### config.mk
export PLATFORM = sky130hd
export DESIGN_NAME = rf_wb_arbiter
export DESIGN_NICKNAME = d
export VERILOG_FILES = /design/src/rtl/rf_wb_arbiter_pkg.sv /design/src/rtl/rf_wb_arbiter_rr_arb2.sv /design/src/rtl/rf_wb_arbiter.sv
export SDC_FILE = /design/constraint.sdc
export NUM_CORES = 1
export LEC_CHECK = 0
export ABC_AREA = 1
export CAP_MARGIN = 20
export CORE_MARGIN = 8
export CORE_UTILIZATION = 37
export CTS_CLUSTER_DIAMETER = 100
export DETAILED_ROUTE_END_ITERATION = 16
export PLACE_DENSITY = 0.93
export REMOVE_ABC_BUFFERS = 1
export SKIP_CTS_REPAIR_TIMING = 1
export SLEW_MARGIN = 40
export SYNTH_ARGS = -nofsm -noshare
export SYNTH_HDL_FRONTEND = slang
export SYNTH_SLANG_ARGS = --single-unit
### constraint.sdc
create_clock -name clk -period 1.6 [get_ports clk]
set_input_delay 0.32 -clock clk [delete_from_list [all_inputs] [get_ports clk]]
set_output_delay 0.32 -clock clk [all_outputs]
set_load 0.02 [all_outputs]
### src/rtl/rf_wb_arbiter_pkg.sv
// Shared constants for the register-file writeback arbiter.
// Defaults for the datapath widths, the hardwired-zero register and the requester indices.
package rf_wb_arbiter_pkg;

  localparam int DATA_W_DEF = 32;
  localparam int ADDR_W_DEF = 5;

  localparam int ZERO_REG = 0;

  localparam logic REQ_A = 1'b0;
  localparam logic REQ_B = 1'b1;

endpackage

### src/rtl/rf_wb_arbiter_rr_arb2.sv
// Combinational 2-way round-robin arbiter.
// The parent module holds the priority pointer.
module rr_arb2
  import rf_wb_arbiter_pkg::*;
(
  input  logic [1:0] valid,
  input  logic       prio,
  output logic [1:0] grant
);

  // A lone requester always wins; when both request, prio breaks the tie.
  always_comb begin
    grant        = 2'b00;
    grant[REQ_A] = valid[REQ_A] & (~valid[REQ_B] | (prio == REQ_A));
    grant[REQ_B] = valid[REQ_B] & (~valid[REQ_A] | (prio == REQ_B));
  end

endmodule

### src/rtl/rf_wb_arbiter.sv
// Shares the register file write port between the ALU (A) and load (B) writeback paths.
// Registers the winning write and exposes a hazard compare against the staged write.
module rf_wb_arbiter
  import rf_wb_arbiter_pkg::*;
#(
  parameter int DATA_W  = DATA_W_DEF,
  parameter int ADDR_W  = ADDR_W_DEF,
  parameter bit DROP_X0 = 1'b1
) (
  input  logic              clk,
  input  logic              rst_n,
  input  logic              a_valid,
  output logic              a_ready,
  input  logic [ADDR_W-1:0] a_addr,
  input  logic [DATA_W-1:0] a_data,
  input  logic              b_valid,
  output logic              b_ready,
  input  logic [ADDR_W-1:0] b_addr,
  input  logic [DATA_W-1:0] b_data,
  output logic              rf_wren,
  output logic [ADDR_W-1:0] rf_wr,
  output logic [DATA_W-1:0] rf_wd,
  input  logic [ADDR_W-1:0] chk_addr,
  output logic              chk_hit,
  output logic              last_grant
);

  logic              prio;
  logic [1:0]        grant;
  logic              any_grant;
  logic              win_b;
  logic [ADDR_W-1:0] win_addr;
  logic [DATA_W-1:0] win_data;

  rr_arb2 u_arb (
    .valid ({b_valid, a_valid}),
    .prio  (prio),
    .grant (grant)
  );

  // Ready is suppressed while reset is held so no handshake can complete.
  assign a_ready   = rst_n & grant[REQ_A];
  assign b_ready   = rst_n & grant[REQ_B];
  assign any_grant = |grant;
  assign win_b     = grant[REQ_B];
  assign win_addr  = win_b ? b_addr : a_addr;
  assign win_data  = win_b ? b_data : a_data;

  // The loser of each grant gets the next tie; idle cycles leave the pointer alone.
  always_ff @(posedge clk or negedge rst_n) begin
    if (!rst_n) begin
      prio       <= REQ_A;
      last_grant <= REQ_B;
      rf_wren    <= 1'b0;
      rf_wr      <= '0;
      rf_wd      <= '0;
    end else if (any_grant) begin
      prio       <= ~win_b;
      last_grant <= win_b;
      rf_wr      <= win_addr;
      rf_wd      <= win_data;
      rf_wren    <= !(DROP_X0 && (win_addr == ADDR_W'(ZERO_REG)));
    end else begin
      rf_wren    <= 1'b0;
    end
  end

  assign chk_hit = rf_wren && (rf_wr == chk_addr);

endmodule

# Word level (Yosys, flattened, before mapping)
# Index checks and enable logic that the tools add are counted.
# classes
eq_ne	1
mux	3
bitwise	10
reduce_logical	4
# ops
operator	count
2-to-1 mux 32 bit	1
equality test 5 bit	1
logical NOT 5 bit	1
2-to-1 mux 5 bit	1
AND 1 bit	4
NOT 1 bit	4
OR 1 bit	2
OR reduction 2 bit	1
logical AND 1 bit	1
logical NOT 1 bit	1
2-to-1 mux 1 bit	1
# totals
reg_bits	40
in_bits	83
out_inout_bits	42
wordCells	23

# Logic depth before layout (Yosys ltp)
# Gate-level depths: netlist of run 1.
# depth
depth_word	7
ltp_mapped	9
mapped_depth_nobuf	8

# Modules after synthesis
# A second synthesis of run 1 with hierarchy kept.
# unflattened
hier_cells	249
hier_area_um2	1868.0
# by_module_without_submodules
module	n_inst	cells_per_inst	area_per_inst_um2	seq_area_each_um2
rf_wb_arbiter	1	244	1848.0	1002.2
rr_arb2	1	5	20.0	0.0

# Worst setup path after synthesis of run 1
# No wires, ideal clock.
# synth_path
path_kind	register to output
from	register rf_wr[0]
to	output port chk_hit
arrival_time_ps	1174
required_time_ps	1280
slack_ps	106
stages_incl_launch_ff	4
path_buffers	0
cell_sequence	dfrtp_1 > xnor2_1 > nand4_1 > nor3_1
# synth_via
elab_chain_cells	2
# synth_rtl
item	line	source
start: declaration	rf_wb_arbiter.sv:21	output logic [ADDR_W-1:0] rf_wr,
start signal: assignment	rf_wb_arbiter.sv:60	rf_wr <= win_addr;
equality test 5 bit	rf_wb_arbiter.sv:68	assign chk_hit = rf_wren && (rf_wr == chk_addr);
logical AND 1 bit	rf_wb_arbiter.sv:68	
end: declaration	rf_wb_arbiter.sv:24	output logic chk_hit,
# No other way between the ends.

# Worst setup path in the final report of run 1
# layout_path
from	input port chk_addr[1]
to	output port chk_hit
# layout_via
elab_chain_cells	2
# layout_rtl
item	line	source
start: declaration	rf_wb_arbiter.sv:23	input logic [ADDR_W-1:0] chk_addr,
equality test 5 bit	rf_wb_arbiter.sv:68	
logical AND 1 bit	rf_wb_arbiter.sv:68	
# No other way between the ends.

==> flow_summary_export.csv, run 1 <==
group,metric,value,unit
status,status,"complete, but fails checks",
status,failed_checks,"setup timing",
synth,synthTopCellsByCount,"nand2_1, nand3_1, dfrtp_1",
sta,setup_violations,1,
power,power.density,936.8,mW/mm2
clock_tree,cts.htree.levels,2,
clock_tree,cts_buffers,5,
synth,ys_warn_count,0,
sta,hold_ws,0.1029,ns
power,p_leak,0.002005,uW
clock_tree,cts_tree,"built",
synth,async_reset_ff_share,100.0,%
synth,synth_compound_area_share,5.923,%
synth,synth_xor_area_share,2.205,%
grt,grt_max_degree,41,
sta,finalCritPeriodShare,108.9,%
sta,final_hold_viol_count,0,
sta,slew_headroom,65.53,%
synth,ys_ff_latch,40,
worst_setup_path,crit_arrival,1.42,ns
die,die_w,89.26,um
placed_design,place_inst,449,
synth,synth.area.mux_share,0,%
placed_design,io_buffers,124,
clock_tree,clock_latency,0.30,ns
worst_setup_path,end_kind,"output port",
cells_and_area,drive_gt1_share,12.40,%
sta,layout_min_cycle_time,1.742,ns
grt,grt_overflow_total,0,
die,io_pins,125,
cells_and_area,fin_cells,457,
detailed_routing,viasPerCell,4.849,
die,die_h,89.26,um
synth,synth_most_common_cell,"nand2_1",
synth,synth_top_family_by_area,"simple AND/OR/NAND/NOR gates",
clock_tree,clk_pin_slew,0.08,ns
sta,drv_slew,0,
die,core_area,0.005140,mm2
clock_tree,clock-sinks,40,
cells_and_area,fillers,398,
synth,synth_top_area_share,49.15,%
sta,layout_setup_ws,-0.1421,ns
sta,max_clock_freq,574.0,MHz
worst_setup_path,setup.worst_path.class,"in -> out",
clock_tree,root_buffer,"clkbuf_8",
synth,yosys.area_share.simple,33.52,%
power,peakVddDrop,489.1,uV
cells_and_area,antennaDiodeCount,0,
worst_setup_path,crit_required,1.28,ns
synth,avgSynthCellArea,8.138,um2
sta,clock-skew-final,0.006920,ns
detailed_routing,drt-wirelength-per-cell,15.82,um
placed_design,gp_congestion,0.7707,
grt,grt_use_total,18.18,%
grt,antenna_found_initial,0,
synth,yosys.area.top_type,"dfrtp_1",
grt,grt_pass1_wl,11.13,mm
die,rows,26,
job,maxCapViolCount,0,
detailed_routing,vias,2216,
synth,syn_area,0.001986,mm2
detailed_routing,final_antenna_net_count,0,
die,die-area,0.007966,mm2
cells_and_area,area_growth,84.69,%
synth,synthCells,244,
detailed_routing,drt_iter0_markers,61,
detailed_routing,dr.pass1.iters,4,
synth,synthAdderAreaFrac,0,%
sta,rsz0062_at_grt,"yes",
detailed_routing,drc,0,
detailed_routing,routed_wl,7.229,mm
cells_and_area,post-route-util,71.35,%
synth,synth-seq-area-share,50.47,%
sta,tightest_slew,0.5170,ns
cells_and_area,finalNetCount,469,
placed_design,dp_hpwl,5.671,mm
synth,synth_edf_count,0,
worst_setup_path,crit_fanout,1,
worst_hold_path,holdCritPathClass,"in -> async",
power,finalPower,3435,uW
synth,yosysUniqueCellTypes,22,
worst_setup_path,cp-start-kind,"input port",
synth,synth.area.top_cells,"dfrtp_1, nand2_1, nand3_1",
synth,synth_ff_type,"dfrtp_1",
grt,grt_pass1_vias,2367,
die,initial_utilization,38.63,%
clock_tree,clockBufferDepth,2,
==> final timing paths <==
| kind | from | to | slack, ns | depth (start not counted) |
|---|---|---|---|---|
| worst max-delay path | chk_addr[1] | chk_hit | -0.14 | 5 |
| worst min-delay path | rst_n | rf_wd[9]$_DFFE_PN0P_ | 0.10 | 2 |
| worst max register to register | prio$_DFFE_PN0P_ | rf_wd[28]$_DFFE_PN0P_ | 0.11 | 7 |
| worst min register to register | rf_wd[16]$_DFFE_PN0P_ | rf_wd[16]$_DFFE_PN0P_ | 0.48 | 2 |
| max in group asynchronous | rst_n | last_grant$_DFFE_PN1P_ | 1.11 | 2 |
| min in group clk | rf_wd[16]$_DFFE_PN0P_ | rf_wd[16]$_DFFE_PN0P_ | 0.48 | 2 |
==> kinds of logic after synthesis <==
family | after synthesis
XOR/XNOR | 5
AO/OA/AOI/OAI | 22
flip-flops | 40
buffers and inverters | 28
AND/OR/NAND/NOR | 149
==> cell usage in the layout (no fill, tap or decap) <==
cell type | Yosys | routed
dfrtp_1 | 39 | 39
nand4_1 | 1 | 1
inv_2 | 1 | 1
nand3_1 | 53 | 53
inv_6 | 1 | 1
o21ai_0 | 12 | 12
nor3_1 | 1 | 1
buf_4 | 1 | 21
buf_2 | 4 | 1
dlymetal6s2s_1 | 0 | 41
clkbuf_2 | 0 | 1
clkdlybuf4s50_1 | 0 | 80
o21ai_1 | 8 | 8
buf_12 | 0 | 5
o21ai_2 | 2 | 2
xnor2_1 | 4 | 4
nand3b_1 | 1 | 1
dfstp_2 | 1 | 1
bufinv_16 | 0 | 1
clkbuf_8 | 0 | 5
nand2_2 | 4 | 4
clkinv_2 | 0 | 1
nand2_4 | 3 | 3
xor2_1 | 1 | 1
nor2_1 | 12 | 12
clkinvlp_4 | 0 | 1
nand2_1 | 74 | 74
inv_1 | 12 | 12
==> worst max-delay path, stage by stage <==
cell             delay (ns)
clkdlybuf4s50_1        0.50
xnor2_1                0.12
nand4_1                0.10
nor3_1                 0.17
clkbuf_2               0.21
==> area by class of cell <==
class | count | area, um2 | area share, %
Sequential cell | 40 | 1002 | 27.33
Multi-Input combinational cell | 176 | 827.0 | 22.55
Timing Repair Buffer | 149 | 1582 | 43.13
Inverter | 14 | 57.56 | 1.569
Tap cell | 70 | 87.58 | 2.388
Clock buffer | 5 | 68.82 | 1.876
Clock inverter | 3 | 42.54 | 1.160
==> power by group <==
part | switching [uW] | internal (uW) | total, uW | leakage (uW)
logic | 650 | 675 | 1330 | 0.00148
clock network | 369 | 462 | 830 | 0.0000541
registers | 98.4 | 1180 | 1280 | 0.000469
total | 1120 | 2320 | 3440 | 0.00201
==> registers in the layout (all words and copies together) (netlist names) <==
signal,count
rf_wd,32
rf_wren,1
prio,1
last_grant,1
rf_wr,5
==> per-layer routing <==
metal | share of wire, % | routed length (um) | global-route usage (%) | up-vias
li1 | - | - | - | 1074
met1 | 37 | 2698 | 19.31 | 1020
met2 | 51 | 3712 | 31.78 | 107
met3 | 9.1 | 655 | 6.250 | 15
met4 | 2.3 | 163 | 8.157 | 0
met5 | 0 | 0 | 0 | -
==> metrics by stage <==
stage	instance area (um2)	setup slack, ns	TNS, ns
2_1_floorplan	1887	0.1063	0
3_3_place_gp	3461	-0.4956	-13.72
3_5_place_dp	3461	-0.6175	-14.60
4_1_cts	3572	-0.6184	-3.783
5_1_grt	3667	-0.2003	-0.2043
6_report	3667	-0.1421	-0.1421
Note: power is estimated with default switching activity, not from simulation.
==> inputs of run 2 (changes only) <==
--- a/config.mk
+++ b/config.mk
@@ -14,7 +14,6 @@
 export PLACE_DENSITY = 0.93
 export REMOVE_ABC_BUFFERS = 1
 export SKIP_CTS_REPAIR_TIMING = 1
-export SLEW_MARGIN = 40
 export SYNTH_ARGS = -nofsm -noshare
 export SYNTH_HDL_FRONTEND = slang
 export SYNTH_SLANG_ARGS = --single-unit
==> results of run 2 <==
No change in the layout: final DEF, timing and power equal those of run 1.
